`src/rtl/spi_slave_pkg.sv`:
```
// Shared types and defaults for the oversampled SPI slave memory port.
// Holds the frame FSM state encoding and the default command codes.
package spi_slave_pkg;

  typedef enum logic [2:0] {
    IDLE,
    CMD,
    ADDR,
    WDATA,
    RDATA,
    IGNORE
  } spi_state_t;

  localparam logic [7:0] CMD_WRITE_DEFAULT = 8'h55;
  localparam logic [7:0] CMD_READ_DEFAULT  = 8'h56;

  function automatic int max3(input int a, input int b, input int c);
    int m;
    m = (a > b) ? a : b;
    return (m > c) ? m : c;
  endfunction

endpackage

```
`src/rtl/spi_sync_edge.sv`:
```
// Multi-stage synchroniser for an asynchronous level, plus single-clk
// rising/falling pulses derived from the synchronised value.
module spi_sync_edge #(
  parameter int   STAGES    = 2,
  parameter logic RESET_VAL = 1'b0
) (
  input  logic clk,
  input  logic rst,
  input  logic async_in,
  output logic sync_out,
  output logic rise,
  output logic fall
);

  logic [STAGES-1:0] sync_q;
  logic              prev_q;

  always_ff @(posedge clk) begin
    if (rst) begin
      sync_q <= {STAGES{RESET_VAL}};
      prev_q <= RESET_VAL;
    end else begin
      sync_q <= {sync_q[STAGES-2:0], async_in};
      prev_q <= sync_q[STAGES-1];
    end
  end

  assign sync_out = sync_q[STAGES-1];
  assign rise     = sync_q[STAGES-1] & ~prev_q;
  assign fall     = ~sync_q[STAGES-1] & prev_q;

endmodule

```
`src/rtl/spi_slave_mem.sv`:
```
// SPI slave in the system clock domain: decodes command/address/data frames
// into a one-cycle-latency memory port with burst auto-increment.
module spi_slave_mem
  import spi_slave_pkg::*;
#(
  parameter int               CMD_W       = 8,
  parameter int               ADDR_W      = 24,
  parameter int               DATA_W      = 32,
  parameter logic             CPOL        = 1'b0,
  parameter logic             CPHA        = 1'b0,
  parameter logic [CMD_W-1:0] CMD_WRITE   = CMD_W'(CMD_WRITE_DEFAULT),
  parameter logic [CMD_W-1:0] CMD_READ    = CMD_W'(CMD_READ_DEFAULT),
  parameter int               SYNC_STAGES = 2
) (
  input  logic              clk,
  input  logic              rst,
  input  logic              sclk,
  input  logic              cs,
  input  logic              din,
  output logic              dout,
  output logic              dout_oe,
  output logic [ADDR_W-1:0] mem_addr,
  output logic              mem_wr_en,
  output logic [DATA_W-1:0] mem_wdata,
  output logic              mem_rd_en,
  input  logic [DATA_W-1:0] mem_rdata,
  output logic              busy,
  output logic              cmd_err,
  output logic              word_done
);

  localparam int MAX_W = max3(CMD_W, ADDR_W, DATA_W);
  localparam int CNT_W = (MAX_W > 1) ? $clog2(MAX_W) : 1;
  localparam logic [CNT_W-1:0] CMD_LAST  = CNT_W'(CMD_W - 1);
  localparam logic [CNT_W-1:0] ADDR_LAST = CNT_W'(ADDR_W - 1);
  localparam logic [CNT_W-1:0] DATA_LAST = CNT_W'(DATA_W - 1);
  // Level of the synchronised sclk right after a sample edge.
  localparam logic SAMPLE_LEVEL = (CPOL == CPHA);

  spi_state_t             state;
  logic [CNT_W-1:0]       bit_cnt;
  logic [MAX_W-2:0]       rx_shift;
  logic [MAX_W-1:0]       rx_next;
  logic [DATA_W-1:0]      tx_shift;
  logic [SYNC_STAGES-1:0] din_sync_q;
  logic                   din_sync;
  logic                   is_read;
  logic                   rd_capture;
  logic                   field_last;
  logic                   counting;
  logic                   sclk_sync, sclk_rise, sclk_fall;
  logic                   cs_sync, cs_rise, cs_fall;
  logic                   sample_pulse, shift_pulse;

  spi_sync_edge #(.STAGES(SYNC_STAGES), .RESET_VAL(CPOL)) u_sclk_sync (
    .clk      (clk),
    .rst      (rst),
    .async_in (sclk),
    .sync_out (sclk_sync),
    .rise     (sclk_rise),
    .fall     (sclk_fall)
  );

  spi_sync_edge #(.STAGES(SYNC_STAGES), .RESET_VAL(1'b1)) u_cs_sync (
    .clk      (clk),
    .rst      (rst),
    .async_in (cs),
    .sync_out (cs_sync),
    .rise     (cs_rise),
    .fall     (cs_fall)
  );

  // din goes through the same depth as sclk so it lines up with the edge pulse.
  always_ff @(posedge clk) begin
    if (rst) din_sync_q <= '0;
    else     din_sync_q <= {din_sync_q[SYNC_STAGES-2:0], din};
  end

  assign din_sync     = din_sync_q[SYNC_STAGES-1];
  assign sample_pulse = (sclk_rise | sclk_fall) & (sclk_sync == SAMPLE_LEVEL) & ~cs_sync;
  assign shift_pulse  = (sclk_rise | sclk_fall) & (sclk_sync != SAMPLE_LEVEL) & ~cs_sync;
  assign rx_next      = {rx_shift, din_sync};

  always_comb begin
    field_last = 1'b0;
    counting   = 1'b0;
    case (state)
      CMD:          begin field_last = (bit_cnt == CMD_LAST);  counting = 1'b1; end
      ADDR:         begin field_last = (bit_cnt == ADDR_LAST); counting = 1'b1; end
      WDATA, RDATA: begin field_last = (bit_cnt == DATA_LAST); counting = 1'b1; end
      default:      begin field_last = 1'b0;                   counting = 1'b0; end
    endcase
  end

  always_ff @(posedge clk) begin
    if (rst) begin
      state      <= IDLE;
      bit_cnt    <= '0;
      rx_shift   <= '0;
      tx_shift   <= '0;
      is_read    <= 1'b0;
      rd_capture <= 1'b0;
      dout       <= 1'b0;
      dout_oe    <= 1'b0;
      mem_addr   <= '0;
      mem_wr_en  <= 1'b0;
      mem_wdata  <= '0;
      mem_rd_en  <= 1'b0;
      busy       <= 1'b0;
      cmd_err    <= 1'b0;
      word_done  <= 1'b0;
    end else begin
      mem_wr_en  <= 1'b0;
      mem_rd_en  <= 1'b0;
      cmd_err    <= 1'b0;
      word_done  <= 1'b0;
      rd_capture <= mem_rd_en;
      if (cs_fall)      busy <= 1'b1;
      else if (cs_rise) busy <= 1'b0;
      // Write address advances the clk after the strobe so the strobe sees the old one.
      if (mem_wr_en) mem_addr <= mem_addr + ADDR_W'(1);

      if (cs_sync) begin
        state    <= IDLE;
        bit_cnt  <= '0;
        rx_shift <= '0;
        tx_shift <= '0;
        is_read  <= 1'b0;
        dout     <= 1'b0;
        dout_oe  <= 1'b0;
      end else begin
        if (sample_pulse && counting) begin
          bit_cnt <= field_last ? '0 : bit_cnt + CNT_W'(1);
          if (state != RDATA) rx_shift <= rx_next[MAX_W-2:0];
        end

        case (state)
          IDLE: if (cs_fall) state <= CMD;
          CMD: if (sample_pulse && field_last) begin
            if (rx_next[CMD_W-1:0] == CMD_WRITE) begin
              state   <= ADDR;
              is_read <= 1'b0;
            end else if (rx_next[CMD_W-1:0] == CMD_READ) begin
              state   <= ADDR;
              is_read <= 1'b1;
            end else begin
              state   <= IGNORE;
              cmd_err <= 1'b1;
            end
          end
          ADDR: if (sample_pulse && field_last) begin
            mem_addr <= rx_next[ADDR_W-1:0];
            if (is_read) begin
              state     <= RDATA;
              mem_rd_en <= 1'b1;
            end else begin
              state <= WDATA;
            end
          end
          WDATA: if (sample_pulse && field_last) begin
            mem_wr_en <= 1'b1;
            mem_wdata <= rx_next[DATA_W-1:0];
            word_done <= 1'b1;
          end
          RDATA: begin
            if (sample_pulse && field_last) begin
              mem_addr  <= mem_addr + ADDR_W'(1);
              mem_rd_en <= 1'b1;
              word_done <= 1'b1;
            end
            if (shift_pulse) begin
              dout     <= tx_shift[DATA_W-1];
              tx_shift <= {tx_shift[DATA_W-2:0], 1'b0};
              dout_oe  <= 1'b1;
            end
            // Read data lands well before the next shift edge, so it takes priority here.
            if (rd_capture) tx_shift <= mem_rdata;
          end
          default: state <= state;
        endcase
      end
    end
  end

endmodule

```
`config.mk`:
```
export PLATFORM = sky130hd
export DESIGN_NAME = spi_slave_mem
export DESIGN_NICKNAME = d
export VERILOG_FILES = /design/src/rtl/spi_slave_pkg.sv /design/src/rtl/spi_sync_edge.sv /design/src/rtl/spi_slave_mem.sv
export SDC_FILE = /design/constraint.sdc
export NUM_CORES = 1
export LEC_CHECK = 0
export ABC_AREA = 1
export BUFFER_PORTS_ARGS = -buffer_cell sky130_fd_sc_hd__clkbuf_2
export CORE_MARGIN = 2
export CORE_UTILIZATION = 52
export DETAILED_ROUTE_END_ITERATION = 10
export PLACE_DENSITY_LB_ADDON = 0.08
export SYNTH_ARGS = -nofsm -noshare
export SYNTH_HDL_FRONTEND = slang
export SYNTH_SLANG_ARGS = --single-unit
```
`constraint.sdc`:
```
create_clock -name clk -period 1.9 [get_ports clk]
set_clock_uncertainty 0.2 [all_clocks]
set_input_delay 0.095 -clock clk [delete_from_list [all_inputs] [get_ports clk]]
set_output_delay 0.095 -clock clk [all_outputs]
set_load 0.1 [all_outputs]
```
==> results by group, run 1 <==
Pwr
  – Pwr Density: 667 mW/mm^2
  – Worst VDD drop: 622 uV
  – Clock group share of total power: 50.5%
  – Combinational fraction of design power: 3.5%
  – Pleak: 0.00400 uW
  – Cell-internal power: 5050 uW
  – Reg power frac: 46.0%
  – Switch share: 22.8%
  – Switching power: 1490 uW

Yosys
  – Number of synthesized flops with an enable pin: 0
  – Synth top area cells: dfxtp_1, nand2_1, a21oi_1
  – Post-synthesis sequential area ratio: 41.4%
  – Syn Area/Cell: 6.67 sq um
  – Synth warnings: 0
  – Synthesized instance count: 1044
  – Synthesized area: 0.00697 sq mm
  – Ys flop type: dfxtp_1
  – Post-synthesis async set-or-reset flop share: 0%
  – Syn nets: 1084
  – Dominant cell type by area after synthesis: dfxtp_1
  – Distinct cells, synth: 33
  – Top cell type's share of synthesized area: 41.4%
  – Synthesized flop and latch total: 144

Drt
  – Final ANT Viol Nets: 0
  – DR vias: 7683
  – Wire per inst: 15.3 um
  – # DRC: 0
  – DRT Pass-1 Iters: 5
  – DRT iter0 DRCs: 660
  – Vias per inst: 5.46
  – Total wire length: 21.6 mm

Placement
  – DP HPWL: 13.7 mm
  – Port Buf Inserts: 99
  – DP Worst Slack: -95.6 ps
  – RD Place Congestion: 0.964

Die
  – IO Count: 100
  – Core Area: 0.0131 sq mm
  – Die H: 120 um
  – Starting Density: 53.0%
  – Site row count: 42
  – Die Footprint: 0.0143 sq mm
  – Die W: 120 um

Clocking
  – CTS sink cnt: 144
  – # H-tree levels: 4
  – Longest Clk Path Bufs: 2
  – TritonCTS Buffers: 17
  – Clock root cell: clkbuf_16
  – TritonCTS clock tree: yes
  – Clk slew on worst S/H paths: 60 ps
  – Worst skew pair latency: 430 ps

Cells and area
  – Fill count: 1038
  – Area delta synth->final: 40.6%
  – # diodes: 0
  – Final net count: 1258
  – Ratio of cells with drive above 1 in the final layout: 27.6%

Global routing
  – Pin count of the biggest net entering global routing: 44
  – Total track usage: 28.7%
  – Antenna violations before repair: 0
  – First-pass GRT wire length: 33.0 mm
  – GR Overflow Total: 0
  – Number of global-route vias before repair: 6984

Timing
  – Sum Neg Setup Slack: -1100 ps
  – Max Slew Vio Count: 0
  – Tcrit/Tclk final: 105%
  – Max-Slew Margin vs Limit: 62.3%
  – Minimum clock period: 1990 ps
  – Worst-Margin Slew: 569 ps
  – FMAX: 503 MHz
  – Final worst setup slack: -88.1 ps
  – Final hold violations: 0
  – Final Setup Violations: 37
  – RSZ-0062 raised after global routing: yes

Flow run
  – Max cap viols: 0

Setup path
  – Critical Path Sink Type: flip-flop
  – Critical path data arrival time: 2090 ps
  – Critical path peak fanout: 8
  – Critical Path RT: 2000 ps
  – Critical Path Start Type: flip-flop
  – Setup Crit Path Kind: flip-flop to flip-flop

Status
  – Outcome: finished with violations
  – Failing checks: setup timing

Hold path
  – HP Class: flip-flop to flip-flop
placed cells by master (no fill, tap or decap), drive strengths merged:
cell,n
nand2,294
dfxtp,144
clkbuf,125
inv,106
a21oi,97
nor2,90
nand3,89
o21ai,88
buf,71
a211oi,41
dlygate4sd3,39
xor2,9
clkinv,6
o21bai,5
nand4,4
or2,3
nor3,3
ha,3
nand3b,2
o22ai,2
o31ai,2
o211ai,2
mux2,1
xnor2,1
o21a,1
nor4,1
clkinvlp,1
bufinv,1
cell families after synthesis:
family | synth area share (%)
AO/OA/AOI/OAI | 19.1
XOR/XNOR | 1.26
adder cells (fa/ha/maj) | 0.539
buffers and inverters | 9.27
flip-flops | 41.4
multiplexers | 0.162
AND/OR/NAND/NOR | 28.3
area by class of cell:
cell class | instances | area (sq um) | share of cell area [%]
multi-input combinational | 738 | 3910 | 39.9
sequential | 144 | 2970 | 30.3
timing repair buffer | 213 | 1730 | 17.6
clock buffer | 22 | 475 | 4.85
inverter | 104 | 398 | 4.06
tap | 176 | 220 | 2.25
clock inverter | 10 | 100 | 1.02
state kept, by name, indices dropped and copies added (netlist names), 2 cells and up:
signal,cells
mem_addr,24
tx_shift,32
mem_wdata,32
bit_cnt,5
rx_shift,31
u_cs_sync.sync_q,2
u_sclk_sync.sync_q,2
din_sync_q,2
state,3
timing repair:
| item | CTS | global route |
|---|---|---|
| gates resized for setup | 18 | 145 |
| endpoints found under the hold margin | 43 | 0 |
| cloned | 0 | 8 |
| pin swaps | 0 | 8 |
| hold buffers | 39 | 0 |
| setup endpoints to repair | 75 | 124 |
| setup buffers | 3 | 1 |
power groups by stage:
stage	clock network (uW)	logic [uW]	registers, uW
3_5_place_dp	0	148	3080
2_1_floorplan	0	63.0	3080
3_3_place_gp	0	146	3070
5_1_grt	3450	249	3000
6_report	3300	231	3000
4_1_cts	3300	211	3000
cells in the mapped netlist, types with 3 or more instances:
cell        n
o21ai_1     6
xor2_1      9
a21oi_1    95
nor3_1      3
o21bai_1    5
or2_2       3
nand3_1    89
buf_2      17
ha_1        3
inv_2       3
o21ai_0    82
clkbuf_1   37
nand4_1     4
nor2_1     89
dfxtp_1   144
inv_1     100
a211oi_1   41
nand2_1   292
through the flow:
step           total power, uW  hold slack (ps)  instance area, sq um  util, %  std cells
3_5_place_dp              3220             80.1                  8160     62.1       1324
2_1_floorplan             3150            -1.19                  7080        -       1044
5_1_grt                   6710              229                  9800     74.6       1407
4_1_cts                   6520              200                  9190     69.9       1398
6_report                  6530              200                  9800     74.6       1407
3_3_place_gp              3220             78.0                  8160     62.1       1324
per-layer routing:
| layer | GRT usage [%] | share of wire [%] |
|---|---|---|
| met4 | 9.78 | 2.5 |
| met2 | 48.3 | 48 |
| met1 | 36.8 | 44 |
| met5 | 0 | 0 |
| met3 | 5.47 | 5.5 |
path summary, 6_finish.rpt:
kind                                                         end                             start  depth (start not counted)  slack (ps)
worst max-delay path                    rx_shift[5]$_SDFFE_PP0P_             state[0]$_SDFFE_PP0P_                         11         -90
worst min-delay path            u_sclk_sync.sync_q[1]$_SDFF_PP0_  u_sclk_sync.sync_q[0]$_SDFF_PP0_                          2         200
worst max register to register          rx_shift[5]$_SDFFE_PP0P_             state[0]$_SDFFE_PP0P_                         11         -90
worst min register to register  u_sclk_sync.sync_q[1]$_SDFF_PP0_  u_sclk_sync.sync_q[0]$_SDFF_PP0_                          2         200
worst max-delay path, stage by stage (launching register included):
cell and delay, ps:
dfxtp_4 410, nor2_4 60, nand2_4 100, nand3_2 110, buf_4 160, nand2_1 110, inv_2 60, nand2_2 110
clkinv_4 100, clkbuf_16 170, o21ai_0 210, a21oi_1 80
Note: power is estimated with default switching activity, not from simulation.
==> run 2: changes to the inputs <==
==> constraint.sdc (replaced) <==
create_clock -name clk -period 1.8 [get_ports clk]
set_clock_uncertainty 0.2 [all_clocks]
set_input_delay 0.09 -clock clk [delete_from_list [all_inputs] [get_ports clk]]
set_output_delay 0.09 -clock clk [all_outputs]
set_load 0.1 [all_outputs]
==> results by group, run 2 (synthesis results as in run 1) <==
Status
  – Outcome: finished with violations
  – Failing checks: setup timing

Global routing
  – Number of global-route vias before repair: 7349 (+5.2%)
  – Pin count of the biggest net entering global routing: 46 (+4.5%)
  – Antenna violations before repair: 0 (unchanged)
  – First-pass GRT wire length: 35.5 mm (+7.5%)
  – Total track usage: 31.2% (+2.5 points)
  – GR Overflow Total: 0 (unchanged)

Timing
  – Final Setup Violations: 86 (+130%)
  – Minimum clock period: 1990 ps (+6.60 ps)
  – RSZ-0062 raised after global routing: yes
  – Final hold violations: 0 (unchanged)
  – Final worst setup slack: -195 ps (-107 ps)
  – Tcrit/Tclk final: 111% (+6.2 points)
  – Sum Neg Setup Slack: -6380 ps (-5270 ps)
  – Worst-Margin Slew: 568 ps (-0.619 ps)
  – FMAX: 501 MHz (-0.33%)
  – Max Slew Vio Count: 0 (unchanged)
  – Max-Slew Margin vs Limit: 62.3% (about the same)

Cells and area
  – Final std cells w/o fill: 1429 (+1.6%)
  – # diodes: 0 (unchanged)
  – Finished layout cell area: 0.0106 sq mm (+7.8%)
  – Ratio of cells with drive above 1 in the final layout: 32.6% (+5.0 points)
  – Area delta synth->final: 51.6%
  – Commonest non-fill, non-tap cell in the layout: nand2_1
  – Commonest cells after routing, fill and taps aside: nand2_1, dfxtp_1, clkbuf_2
  – Top flop regs: mem_wdata: 32 flops, tx_shift: 32 flops, rx_shift: 31 flops
  – Final Util: 80.4% (+5.8 points)
  – Final net count: 1280 (+1.7%)

Drt
  – Wire per inst: 17.9 um (+17%)
  – # DRC: 0 (unchanged)
  – Final ANT Viol Nets: 0 (unchanged)
  – Vias per inst: 5.67 (+3.9%)
  – Total wire length: 25.6 mm (+19%)
  – DR vias: 8109 (+5.5%)
  – DRT Pass-1 Iters: 5 (unchanged)
  – DRT iter0 DRCs: 640 (-3.0%)

Clocking
  – Clock root cell: clkbuf_16
  – Clk slew on worst S/H paths: 60 ps (about the same)
  – # H-tree levels: 4 (unchanged)
  – TritonCTS Buffers: 17 (unchanged)
  – Longest Clk Path Bufs: 2 (unchanged)
  – CTS sink cnt: 144 (unchanged)
  – TritonCTS clock tree: yes
  – Worst skew pair latency: 430 ps (about the same)

Pwr
  – Pwr Density: 673 mW/mm^2 (+0.95%)
  – Pleak: 0.00425 uW (+6.2%)
  – Worst VDD drop: 850 uV (+37%)
  – Pwr Total: 7110 uW (+8.8%)

Placement
  – Placed Area: 0.00832 sq mm (+2.0%)
  – Dpl cells: 1335 (+0.83%)
  – RD Place Congestion: 0.952 (-1.3%)
  – Port Buf Inserts: 99 (unchanged)
  – DP HPWL: 13.6 mm (-0.88%)

Die
  – Core Area: 0.0131 sq mm (unchanged)
  – Die Footprint: 0.0143 sq mm (unchanged)
  – Die W: 120 um (unchanged)
  – IO Count: 100 (unchanged)
  – Starting Density: 53.0% (unchanged)
  – Die H: 120 um (unchanged)
  – Site row count: 42 (unchanged)

Setup path
  – FF-to-FF setup slack: -190 ps (-110 ps)
  – Reg2reg end: tx_shift[18]$_SDFFE_PP0P_
  – CP startpoint: state[1]$_SDFFE_PP0P_
  – Critical Path Start Type: flip-flop
  – Max incr delay on CP: 400 ps (about the same)
  – Crit-path leading delay family: buffers and inverters
  – R2R depth: 10 (-1)
  – Critical Path Sink Type: flip-flop
  – Critical Path RT: 1910 ps (-90 ps)
  – R2R Path Start: state[1]$_SDFFE_PP0P_
  – Buf/Inv on CP: 5 (+1)
  – Critical path data arrival time: 2110 ps (+20 ps)
  – Critical path peak fanout: 7 (-1)
  – CP Depth: 10 (-1)
  – Setup Crit Path Kind: flip-flop to flip-flop
  – Max stage delay cell, worst path: dfxtp_4
  – Worst path cell trace: nor2_4 -> nand2_4 -> buf_6 -> inv_4 -> buf_6 -> a21oi_4 -> buf_12 -> buf_12 -> a211oi_1 -> a211oi_1
  – Crit path to: tx_shift[18]$_SDFFE_PP0P_

Flow run
  – Max cap viols: 0 (unchanged)

Hold path
  – HP Class: input port to flip-flop
  – Hold path start: cs
==> run 2: cell count changes in the layout (fill, tap and decap cells not counted), sizes merged, moves of 2 or more <==
cell / delta
buf: +22
bufinv: +2
clkbuf: -2
dlygate4sd3: -3
inv: +3
==> run 2: final cells by class <==
cell class	instances	area [sq um]
Clock buffer	17	425
Clock inverter	15	180
Fill cell	831	2570
Inverter	104	400
Multi-Input combinational cell	738	4260
Sequential cell	144	2980
Tap cell	176	220
Timing Repair Buffer	235	2090
==> run 2: layer usage <==
layer	global-route usage [%]	vias to the layer above	wire [um]
met1	38.0	3800	10000
met4	15.7	0	1200
li1	-	3799	-
met5	0	-	0
met3	5.85	114	1710
met2	52.7	396	12600
==> run 2: timing repair <==
item / 4_1_cts / 5_1_grt
buffers inserted: 7 / 13
setup endpoints to repair: 96 / 125
hold buffers: 36 / 0
gates cloned: 3 / 8
gates resized for setup: 78 / 161
pin swaps: 6 / 40
hold endpoints to repair: 45 / 0
==> run 2: worst min path at each step <==
stage | slack, ps | end | depth (start not counted)
after floorplan | -6 | u_cs_sync.sync_q[0]$_SDFF_PP1_ | 1
after global placement | 80 | u_cs_sync.sync_q[0]$_SDFF_PP1_ | 2
after detailed placement | 80 | u_cs_sync.sync_q[0]$_SDFF_PP1_ | 2
after CTS | 170 | u_cs_sync.sync_q[0]$_SDFF_PP1_ | 3
after global routing | 200 | u_cs_sync.sync_q[0]$_SDFF_PP1_ | 3
final | 180 | u_cs_sync.sync_q[0]$_SDFF_PP1_ | 3
==> run 2: worst min-delay path, stage by stage <==
cell and delay, ps:
dlygate4sd3_1 520, clkbuf_2 90, or2_2 80
==> run 2: power by group <==
group          switching [uW]  leakage [uW]  internal [uW]
clock                    1480      0.000293           2200
combinational             149       0.00277            122
sequential               6.14       0.00118           3160
total                    1640       0.00425           5480
==> run 2: through the flow <==
step,setup WS (ps),hold slack (ps)
after floorplan,-141,-6.19
after global placement,-153,76.2
after detailed placement,-177,79.1
after CTS,-46.8,172
after global routing,-219,197
final,-195,183
==> run 3: changes to the inputs <==
--- a/config.mk
+++ b/config.mk
@@ -7,9 +7,10 @@
 export LEC_CHECK = 0
 export ABC_AREA = 1
 export BUFFER_PORTS_ARGS = -buffer_cell sky130_fd_sc_hd__clkbuf_2
-export CORE_MARGIN = 2
-export CORE_UTILIZATION = 52
+export CORE_MARGIN = 3
+export CORE_UTILIZATION = 50
 export DETAILED_ROUTE_END_ITERATION = 10
+export HOLD_SLACK_MARGIN = 0.06
 export PLACE_DENSITY_LB_ADDON = 0.08
 export SYNTH_ARGS = -nofsm -noshare
 export SYNTH_HDL_FRONTEND = slang
==> results by group, run 3 (synthesis results as in run 1) <==
Clocking
  – Clk slew on worst S/H paths: 60 ps (about the same)
  – CTS sink cnt: 144 (unchanged)
  – Worst skew pair latency: 430 ps (about the same)
  – Clock root cell: clkbuf_16
  – TritonCTS Buffers: 17 (unchanged)
  – # H-tree levels: 4 (unchanged)
  – TritonCTS clock tree: yes
  – Longest Clk Path Bufs: 2 (unchanged)

Setup path
  – Most frequent CP cell: nand3_4
  – Critical Path Sink Type: flip-flop
  – Reg2reg end: mem_wdata[31]$_SDFFE_PP0P_
  – Setup Crit Path Kind: flip-flop to flip-flop
  – Max stage delay cell, worst path: dfxtp_4
  – Critical path peak fanout: 8 (+1)
  – Buf/Inv on CP: 2 (-3)
  – Worst path cell trace: nor2_4 -> nand2_4 -> nand3_4 -> nand3_4 -> a21oi_4 -> buf_6 -> nand2_8 -> clkbuf_16 -> nand2_1 -> a21oi_1
  – Crit-path leading delay family: simple AND/OR/NAND/NOR gates
  – Max incr delay on CP: 380 ps (-20 ps)
  – R2R depth: 10 (unchanged)
  – FF-to-FF setup slack: -190 ps (about the same)
  – R2R Path Start: state[0]$_SDFFE_PP0P_
  – Critical path data arrival time: 2090 ps (-20 ps)
  – Critical Path Start Type: flip-flop
  – Critical Path RT: 1890 ps (-20 ps)

Pwr
  – Pwr Total: 7070 uW (-0.60%)
  – Pleak: 0.00422 uW (-0.57%)
  – Worst VDD drop: 947 uV (+11%)
  – Pwr Density: 688 mW/mm^2 (+2.2%)

Drt
  – DRT Pass-1 Iters: 7 (+2)
  – # DRC: 0 (unchanged)
  – DRT iter0 DRCs: 727 (+14%)
  – Met2 WL: 11.5 mm (-8.8%)
  – Wire per inst: 16.7 um (-6.7%)
  – Total wire length: 23.8 mm (-7.0%)
  – Vias per inst: 5.51 (-2.9%)
  – Met3 wire len: 1.60 mm (-6.3%)
  – Max Used Layer: met4
  – DR vias: 7848 (-3.2%)
  – Final ANT Viol Nets: 0 (unchanged)
  – Met1 Wirelength: 9.97 mm (-0.68%)

Cells and area
  – Top flop regs: mem_wdata: 32 flops, tx_shift: 32 flops, rx_shift: 31 flops
  – Fill count: 1014 (+22%)
  – # diodes: 0 (unchanged)
  – Ratio of cells with drive above 1 in the final layout: 29.5% (-3.2 points)
  – Multi-input logic area: 0.00403 sq mm (-5.5%)
  – Commonest non-fill, non-tap cell in the layout: nand2_1
  – Final net count: 1276 (-0.31%)
  – Area occupied by registers: 0.00298 sq mm (unchanged)
  – Commonest cells after routing, fill and taps aside: nand2_1, dfxtp_1, clkbuf_2
  – Area delta synth->final: 47.5%
  – Final Util: 76.4% (-4.0 points)

Die
  – Starting Density: 51.8% (-1.2 points)
  – Die W: 124 um (+3.6%)
  – Die H: 124 um (+3.6%)
  – IO Count: 100 (unchanged)
  – Die Footprint: 0.0154 sq mm (+7.3%)
  – Core Area: 0.0135 sq mm (+2.4%)
  – Site row count: 42 (unchanged)

Hold path
  – HP Class: input port to flip-flop
  – Hold path depth: 5 (+2)
  – Hold EP: state[0]$_SDFFE_PP0P_
  – Hold path start: rst

Status
  – Failing checks: setup timing
  – Outcome: finished with violations

Timing
  – Minimum clock period: 1990 ps (-2.81 ps)
  – Max Slew Vio Count: 0 (unchanged)
  – Final Setup Violations: 117 (+36%)
  – Final hold violations: 0 (unchanged)
  – RSZ-0062 raised after global routing: yes
  – FMAX: 502 MHz (+0.14%)
  – Worst-Margin Slew: 561 ps (-7.35 ps)
  – Max-Slew Margin vs Limit: 62.8% (+0.49 points)
  – Tcrit/Tclk final: 111% (-0.16 points)
  – Final worst setup slack: -192 ps (+2.81 ps)

Global routing
  – Pin count of the biggest net entering global routing: 45 (-2.2%)
  – First-pass GRT wire length: 33.9 mm (-4.6%)
  – Total track usage: 27.9% (-3.2 points)
  – Antenna violations before repair: 0 (unchanged)
  – Number of global-route vias before repair: 6874 (-6.5%)
  – GR Overflow Total: 0 (unchanged)

Placement
  – Port Buf Inserts: 99 (unchanged)
  – RD Place Congestion: 0.972 (+2.1%)
  – DP HPWL: 14.0 mm (+3.3%)

Flow run
  – Max cap viols: 0 (unchanged)
## run 3: per-layer routing
metal	global-route usage [%]	vias up
met1	35.8	3643
met2	46.0	345
li1	-	3801
met3	5.99	59
met4	11.1	0
met5	0	-
## run 3: worst max-delay path by stage
stage,cells after the start,from,to
floorplan,12,mem_addr[1]$_SDFF_PP0_,mem_addr[12]$_SDFF_PP0_
global placement,8,state[0]$_SDFFE_PP0P_,mem_addr[11]$_SDFF_PP0_
detailed placement,8,state[1]$_SDFFE_PP0P_,mem_addr[11]$_SDFF_PP0_
CTS,10,state[2]$_SDFFE_PP0P_,mem_wdata[22]$_SDFFE_PP0P_
global route,8,rx_shift[6]$_SDFFE_PP0P_,state[1]$_SDFFE_PP0P_
finish,10,state[0]$_SDFFE_PP0P_,mem_wdata[31]$_SDFFE_PP0P_
## run 3: area by class of cell
type | count | area share (%)
Multi-Input combinational cell | 740 | 39.2
Clock inverter | 5 | 0.585
Timing Repair Buffer | 229 | 19.6
Tap cell | 176 | 2.14
Clock buffer | 27 | 5.41
Sequential cell | 144 | 29.0
Inverter | 104 | 3.95
## run 3: worst min-delay path, delay by kind of cell
kind	cells	cell delay [ps]
buf+inv	2	370
simple gates	3	180
## run 3: where the power goes
part | internal (uW) | total, uW | switching (uW)
Combinational | 121 | 253 | 132
Sequential | 3160 | 3160 | 5.46
Clock | 2260 | 3650 | 1390
## run 3: timing repair
item / in CTS / in global routing
gates resized for setup: 68 / 115
hold endpoints to repair: 50 / 0
buffers inserted: 3 / 9
endpoints found under the setup margin: 122 / 126
gates cloned: 0 / 14
pin swaps: 6 / 21
hold buffers: 38 / 0
## run 3: stage by stage
stage / setup WS [ps] / instances / TNS, ps / hold WS, ps / cell area (sq um)
3_5_place_dp: -459 / 1329 / -13010 / 75.1 / 8250
2_1_floorplan: -141 / 1044 / -803 / -6.19 / 7130
6_report: -192 / 1425 / -9020 / 57.2 / 10300
3_3_place_gp: -378 / 1329 / -8050 / 75.2 / 8250
5_1_grt: -254 / 1425 / -17210 / 81.1 / 10300
4_1_cts: -53.1 / 1402 / -978 / 43.6 / 9490
